<file path="config.mk">
export PLATFORM = sky130hd
export DESIGN_NAME = ex_mac_unit
export DESIGN_NICKNAME = d
export VERILOG_FILES = /design/src/rtl/ex_mac_unit_pkg.sv /design/src/rtl/ex_mac_unit_shift_add_core.sv /design/src/rtl/ex_mac_unit.sv
export SDC_FILE = /design/constraint.sdc
export NUM_CORES = 1
export LEC_CHECK = 0
export CORE_UTILIZATION = 45
export CTS_BUF_LIST = sky130_fd_sc_hd__clkbuf_2 sky130_fd_sc_hd__clkbuf_4 sky130_fd_sc_hd__clkbuf_8
export DETAILED_ROUTE_END_ITERATION = 12
export HOLD_SLACK_MARGIN = 0.08
export PLACE_DENSITY = 0.63
export REMOVE_ABC_BUFFERS = 1
export SETUP_SLACK_MARGIN = 0.4
export SLEW_MARGIN = 15
export SYNTH_ARGS = -nofsm -noshare
export SYNTH_HDL_FRONTEND = slang
export SYNTH_HIERARCHICAL = 1
export SYNTH_SLANG_ARGS = --single-unit
export TNS_END_PERCENT = 10
</file>
<file path="constraint.sdc">
create_clock -name clk -period 9.9 [get_ports clk]
set_clock_uncertainty 0.15 [all_clocks]
set_input_delay 2.475 -clock clk [delete_from_list [all_inputs] [get_ports clk]]
set_output_delay 2.475 -clock clk [all_outputs]
set_load 0.01 [all_outputs]
</file>
<file path="src/rtl/ex_mac_unit_pkg.sv">
// Shared definitions for the EX-stage multiply / multiply-accumulate unit:
// operation codes, FSM state encoding, default operand width and small
// op-classification helpers used by the control logic.
package ex_mac_unit_pkg;

  localparam int MAC_WIDTH = 32;

  localparam logic [2:0] MAC_MULT  = 3'd0;
  localparam logic [2:0] MAC_MULTU = 3'd1;
  localparam logic [2:0] MAC_MADD  = 3'd2;
  localparam logic [2:0] MAC_MADDU = 3'd3;
  localparam logic [2:0] MAC_MSUB  = 3'd4;
  localparam logic [2:0] MAC_MSUBU = 3'd5;

  typedef enum logic [2:0] {
    MAC_IDLE = 3'd0,
    MAC_MUL  = 3'd1,
    MAC_FIX  = 3'd2,
    MAC_ACC  = 3'd3,
    MAC_DONE = 3'd4
  } mac_state_t;

  // True for any of the six codes this unit executes.
  function automatic logic mac_is_valid(input logic [2:0] op);
    return (op <= MAC_MSUBU);
  endfunction

  // Signed variants take absolute values and fix the sign after the multiply.
  function automatic logic mac_is_signed(input logic [2:0] op);
    return (op == MAC_MULT) || (op == MAC_MADD) || (op == MAC_MSUB);
  endfunction

  // Accumulating variants need the extra ACC step against the latched HI/LO.
  function automatic logic mac_is_acc(input logic [2:0] op);
    return (op >= MAC_MADD) && (op <= MAC_MSUBU);
  endfunction

  // Subtracting variants compute {hi,lo} - product.
  function automatic logic mac_is_sub(input logic [2:0] op);
    return (op == MAC_MSUB) || (op == MAC_MSUBU);
  endfunction

endpackage

</file>
<file path="src/rtl/ex_mac_unit_shift_add_core.sv">
// Datapath of the iterative multiplier: holds the unsigned operand
// magnitudes, the 2*WIDTH product/accumulator and the bit counter, and
// performs one radix-2 shift-add, a negate or an accumulate per command.
import ex_mac_unit_pkg::*;

module mac_shift_add_core #(
  parameter int WIDTH = MAC_WIDTH,
  parameter int CW    = $clog2(WIDTH)
) (
  input  logic               clk,
  input  logic               rst,
  input  logic               init,
  input  logic               step,
  input  logic               negate,
  input  logic               accumulate,
  input  logic               acc_sub,
  input  logic [WIDTH-1:0]   a_in,
  input  logic [WIDTH-1:0]   b_in,
  input  logic [2*WIDTH-1:0] acc_base,
  output logic [2*WIDTH-1:0] prod,
  output logic [CW-1:0]      count
);

  localparam logic [CW-1:0] LAST = CW'(WIDTH - 1);

  logic [WIDTH-1:0]   a;
  logic [WIDTH-1:0]   b;
  logic [2*WIDTH-1:0] addend;

  // Multiplicand shifted to the weight of the multiplier bit under test.
  always_comb begin
    addend = {{WIDTH{1'b0}}, a} << count;
  end

  // Operand latch, shift-add step, sign fix and accumulate, one at a time.
  always_ff @(posedge clk) begin
    if (rst) begin
      a     <= '0;
      b     <= '0;
      prod  <= '0;
      count <= '0;
    end else if (init) begin
      a     <= a_in;
      b     <= b_in;
      prod  <= '0;
      count <= '0;
    end else if (step) begin
      if (b[count]) begin
        prod <= prod + addend;
      end
      if (count != LAST) begin
        count <= count + 1'b1;
      end
    end else if (negate) begin
      prod <= -prod;
    end else if (accumulate) begin
      prod <= acc_sub ? (acc_base - prod) : (acc_base + prod);
    end
  end

endmodule

</file>
<file path="src/rtl/ex_mac_unit.sv">
// EX-stage multiply / multiply-accumulate unit. Accepts a MAC-class
// instruction, stalls the front of the pipeline while the shift-add core
// iterates, and presents the HI/LO write for exactly one release cycle.
import ex_mac_unit_pkg::*;

module ex_mac_unit #(
  parameter int WIDTH = MAC_WIDTH
) (
  input  logic             clk,
  input  logic             rst,
  input  logic             start,
  input  logic             annul,
  input  logic [2:0]       op,
  input  logic [WIDTH-1:0] opa,
  input  logic [WIDTH-1:0] opb,
  input  logic [WIDTH-1:0] hi_i,
  input  logic [WIDTH-1:0] lo_i,
  output logic             stallreq,
  output logic             whilo,
  output logic [WIDTH-1:0] hi_o,
  output logic [WIDTH-1:0] lo_o
);

  localparam int CW = $clog2(WIDTH);
  localparam logic [CW-1:0] LAST = CW'(WIDTH - 1);

  mac_state_t state, state_next;

  logic [2:0]         op_q;
  logic               neg_q;
  logic [2*WIDTH-1:0] hilo_q;

  logic               accept;
  logic               core_init;
  logic               core_step;
  logic               core_negate;
  logic               core_acc;
  logic [WIDTH-1:0]   abs_a;
  logic [WIDTH-1:0]   abs_b;
  logic [2*WIDTH-1:0] prod;
  logic [CW-1:0]      count;

  // Operand magnitudes: signed ops multiply absolute values, unsigned pass through.
  always_comb begin
    abs_a = (mac_is_signed(op) && opa[WIDTH-1]) ? -opa : opa;
    abs_b = (mac_is_signed(op) && opb[WIDTH-1]) ? -opb : opb;
  end

  mac_shift_add_core #(
    .WIDTH (WIDTH),
    .CW    (CW)
  ) u_core (
    .clk        (clk),
    .rst        (rst),
    .init       (core_init),
    .step       (core_step),
    .negate     (core_negate),
    .accumulate (core_acc),
    .acc_sub    (mac_is_sub(op_q)),
    .a_in       (abs_a),
    .b_in       (abs_b),
    .acc_base   (hilo_q),
    .prod       (prod),
    .count      (count)
  );

  // State register plus the per-instruction context captured on accept.
  always_ff @(posedge clk) begin
    if (rst) begin
      state  <= MAC_IDLE;
      op_q   <= '0;
      neg_q  <= 1'b0;
      hilo_q <= '0;
    end else begin
      state <= state_next;
      if (accept) begin
        op_q   <= op;
        neg_q  <= mac_is_signed(op) & (opa[WIDTH-1] ^ opb[WIDTH-1]);
        hilo_q <= {hi_i, lo_i};
      end
    end
  end

  // Next-state, datapath commands and pipeline-facing outputs; annul overrides all.
  always_comb begin
    state_next  = state;
    accept      = 1'b0;
    core_init   = 1'b0;
    core_step   = 1'b0;
    core_negate = 1'b0;
    core_acc    = 1'b0;
    stallreq    = 1'b0;
    whilo       = 1'b0;
    hi_o        = '0;
    lo_o        = '0;
    case (state)
      MAC_IDLE: begin
        if (start && mac_is_valid(op)) begin
          accept     = 1'b1;
          core_init  = 1'b1;
          stallreq   = 1'b1;
          state_next = MAC_MUL;
        end
      end
      MAC_MUL: begin
        stallreq  = 1'b1;
        core_step = 1'b1;
        if (count == LAST) begin
          state_next = MAC_FIX;
        end
      end
      MAC_FIX: begin
        stallreq    = 1'b1;
        core_negate = neg_q;
        state_next  = mac_is_acc(op_q) ? MAC_ACC : MAC_DONE;
      end
      MAC_ACC: begin
        stallreq   = 1'b1;
        core_acc   = 1'b1;
        state_next = MAC_DONE;
      end
      MAC_DONE: begin
        whilo      = 1'b1;
        hi_o       = prod[2*WIDTH-1:WIDTH];
        lo_o       = prod[WIDTH-1:0];
        state_next = MAC_IDLE;
      end
      default: begin
        state_next = MAC_IDLE;
      end
    endcase
    if (annul) begin
      state_next  = MAC_IDLE;
      accept      = 1'b0;
      core_init   = 1'b0;
      core_step   = 1'b0;
      core_negate = 1'b0;
      core_acc    = 1'b0;
      stallreq    = 1'b0;
      whilo       = 1'b0;
      hi_o        = '0;
      lo_o        = '0;
    end
  end

endmodule

</file>
==> metrics.log <==
INFO  metric dieArea = ~0.049 sq mm
INFO  metric netSwitchingPower = between 1000 and 1500 uW
INFO  metric antenna_found_initial = 0
INFO  metric cts_hold_repair.buffers = 0
INFO  metric cts-resized-gates = 0
INFO  metric cp.required = 7280 ps
INFO  metric yosys_reg_bits = ~200
INFO  metric seq_power_share = 0.261
INFO  metric design.portCount = ~200
INFO  metric combinationalPowerShare = 0.421
INFO  metric finalCritPeriodShare = 0.7237
INFO  metric antenna_diodes = 0
INFO  metric number_of_global_route_vias_before_repair = roughly 21000
INFO  metric worst-path-max-fanout = 65
INFO  metric layout-area-overhead-vs-synth = 15.15%
INFO  metric worst_pin_slew = 1239 ps
INFO  metric synth_edf_count = 0
INFO  metric die_y = roughly 220 um
INFO  metric remaining_drc_errors = 0
INFO  metric drt_pass1_iterations = 6
INFO  metric hold_end = neg_q
INFO  metric highest-signal-layer = met4
INFO  metric initial_standard_cell_utilization_of_the_core = 0.4562
INFO  metric cts_buffers = between 40 and 50
INFO  metric switching_share = 0.3872
INFO  metric route.detailed.vias_per_inst = around 6.1
INFO  metric clock-sinks = a little over 200
INFO  metric max-clock-path-buffers = 3
INFO  metric timing.fmax = 139.6 MHz
INFO  metric fin_util = 0.5253
INFO  metric max_cap_violations = 0
INFO  metric antenna_viol_nets_final = 0
INFO  metric routed_metal_1_wire_length = 36060 um
INFO  metric slew_viol_final = 0
INFO  metric min_path_type = flip-flop to flip-flop
INFO  metric startpoint_type = input pin
INFO  metric run_status = complete, no violations
INFO  metric cts.clk_slew.worst_paths = around 60 ps
INFO  metric wl_met3 = roughly 5200 um
INFO  metric regToRegEndpoint = u_core/prod[62]
INFO  metric largest_net_degree_at_the_start_of_global_routing = 75
INFO  metric syn-instance-count = 2948
INFO  metric die-width = ~220 um
INFO  metric met2_length = ~33000 um
INFO  metric syn_avg_cell_area = between 7 and 8 sq um
INFO  metric commonest_register_cell_after_synthesis = dfxtp_1
INFO  metric dp_wirelength = around 59000 um
INFO  metric fin_nets = approximately 3300
INFO  metric yosysUniqueCellTypes = between 90 and 100
INFO  metric r2r_setup_slack = 3220 ps
INFO  metric setup-violations-final = 0
INFO  metric period_minus_slack = between 7000 and 8000 ps
INFO  metric power_density = roughly 140 mW/mm^2
INFO  metric post_cts_buffers = 0
INFO  metric clock_insertion_delay_worst_skew = 610 ps
INFO  metric regToRegStartpoint = u_core/prod[1]
INFO  metric cts_tree = done
INFO  metric grt_first_pass_wirelength = approximately 120000 um
INFO  metric clock_power_share = 0.318
INFO  metric core_area = ~0.048 sq mm
INFO  metric hold_slack = 301.5 ps
INFO  metric final.fill_count = 4690
INFO  metric layout-drive-gt1-share = 0.07229
INFO  metric worst_ep_arrival_time = 4540 ps
INFO  metric grt_overflow_total = 0
INFO  metric syn-cell-area = ~0.022 sq mm
INFO  metric worstSetupPathType = input pin to output pin
INFO  metric mostFrequentLayoutCell = nand2_1
INFO  metric synth_seq_area_share = 0.1870
INFO  metric synthesis.yosys.warnings = 6
INFO  metric num_rows = 80
INFO  metric wl_per_cell = approximately 21 um
INFO  metric synthArstFlopShare = 0
INFO  metric detailed_place.area = 0.02401 sq mm
INFO  metric final_cell_area = 0.02503 sq mm
INFO  metric max-vdd-ir-drop = about 120 uV
INFO  metric cts_htree_levels = 2
INFO  metric place.port_buffers = 200
INFO  metric detail_route.wirelength = ~76000 um
INFO  metric leakage = between 0.009 and 0.01 uW
INFO  metric via_count = between 20000 and 25000
INFO  metric hold_path.startpoint = neg_q
INFO  metric global_route.usage.total = 0.3022
INFO  metric most-common-layout-cells = nand2_1, nor2_1, a21oi_1
INFO  metric gp_congestion = 0.9311
INFO  metric r2r_cell_count = 22
INFO  metric drt-initial-drc-count = 1847
INFO  metric internal-power = 2107 uW
INFO  metric worstSetupEndpointType = output pin
INFO  metric clock-root-buffer = clkbuf_8
INFO  metric grt_setup_unrepaired = false
INFO  metric min_path_cells = 2
INFO  metric finalPower = roughly 3400 uW
INFO  metric relSlewSlack = 0.1720
INFO  metric final_hold_viol_count = 0
flip-flops by register name (all words and copies together), names as in the netlist:
name          cells
state             3
hilo_q           64
u_core/count      5
op_q              2
u_core/b         32
u_core/a         32
neg_q             1
u_core/prod      64
layer usage:
metal | global-route usage | vias up
met3 | 0.04002 | 127
met1 | 0.4314 | 10620
met4 | 0.08221 | 0
li1 | - | 10800
met2 | 0.4742 | 845
met5 | 0 | -
cell usage after synthesis (all sizes together) (36+ instances only):
library cell    n  area, sq um
o21ai         182        910.9
nand3          53        265.3
xor2           90        788.3
a31oi          38        237.7
and2           85        531.8
nand2         348         1306
xnor2         194         1707
nor2          309         1162
nor3           55        291.5
clkbuf        151        566.8
mux2i         125         1251
dfxtp         203         4064
buf            46        206.4
inv            44        165.2
a21oi         302         1511
ha            131         1639
nand4          36        231.5
a21o           71        533.0
per-stage QoR:
stage / instances / setup TNS [ps] / setup WS (ps)
6_report: 3672 / 0 / 2736
5_1_grt: 3672 / 0 / 2607
4_1_cts: 3672 / 0 / 2733
3_5_place_dp: 3596 / 0 / 2736
3_3_place_gp: 3596 / 0 / 2852
2_1_floorplan: 2751 / -24700 / -1361
power groups by stage:
stage,clock network (uW),registers [uW],logic [uW]
floorplan,0,897,1030
global placement,0,913,1390
detailed placement,0,914,1400
CTS,1120,896,1420
global route,1150,902,1560
finish,1100,897,1450
worst max-delay path by stage:
stage / to / slack, ps / start
after floorplan: u_core/prod[57] / -1360 / annul
after global placement: hi_o[3] / 2850 / annul
after detailed placement: hi_o[7] / 2740 / annul
after CTS: hi_o[7] / 2730 / annul
after global routing: hi_o[7] / 2610 / annul
final: hi_o[7] / 2740 / annul
layout make-up:
cell class / count / area (sq um) / share of cell area
Clock buffer: 62 / 797.0 / 0.03185
Tap cell: 615 / 769.5 / 0.03075
Clock inverter: 14 / 225.2 / 0.008999
Multi-Input combinational cell: 2500 / 16760 / 0.6696
Inverter: 48 / 185.2 / 0.007399
Timing Repair Buffer: 230 / 2225 / 0.08889
Sequential cell: 203 / 4068 / 0.1625
cell families after synthesis:
family | synth area share
and+or+nand+nor | 0.2343
AOI/OAI and AO/OA | 0.2402
xor gates and xnor gates | 0.1148
buffers and inverters | 0.04387
DFF | 0.1870
muxes | 0.1026
adders and majority gates | 0.07726
critical path, stage by stage:
cell and delay (ps):
clkdlybuf4s50_1 460, nor4b_2 220, buf_4 550, and2_1 240, clkdlybuf4s50_1 540
Note: power is estimated with default switching activity, not from simulation.
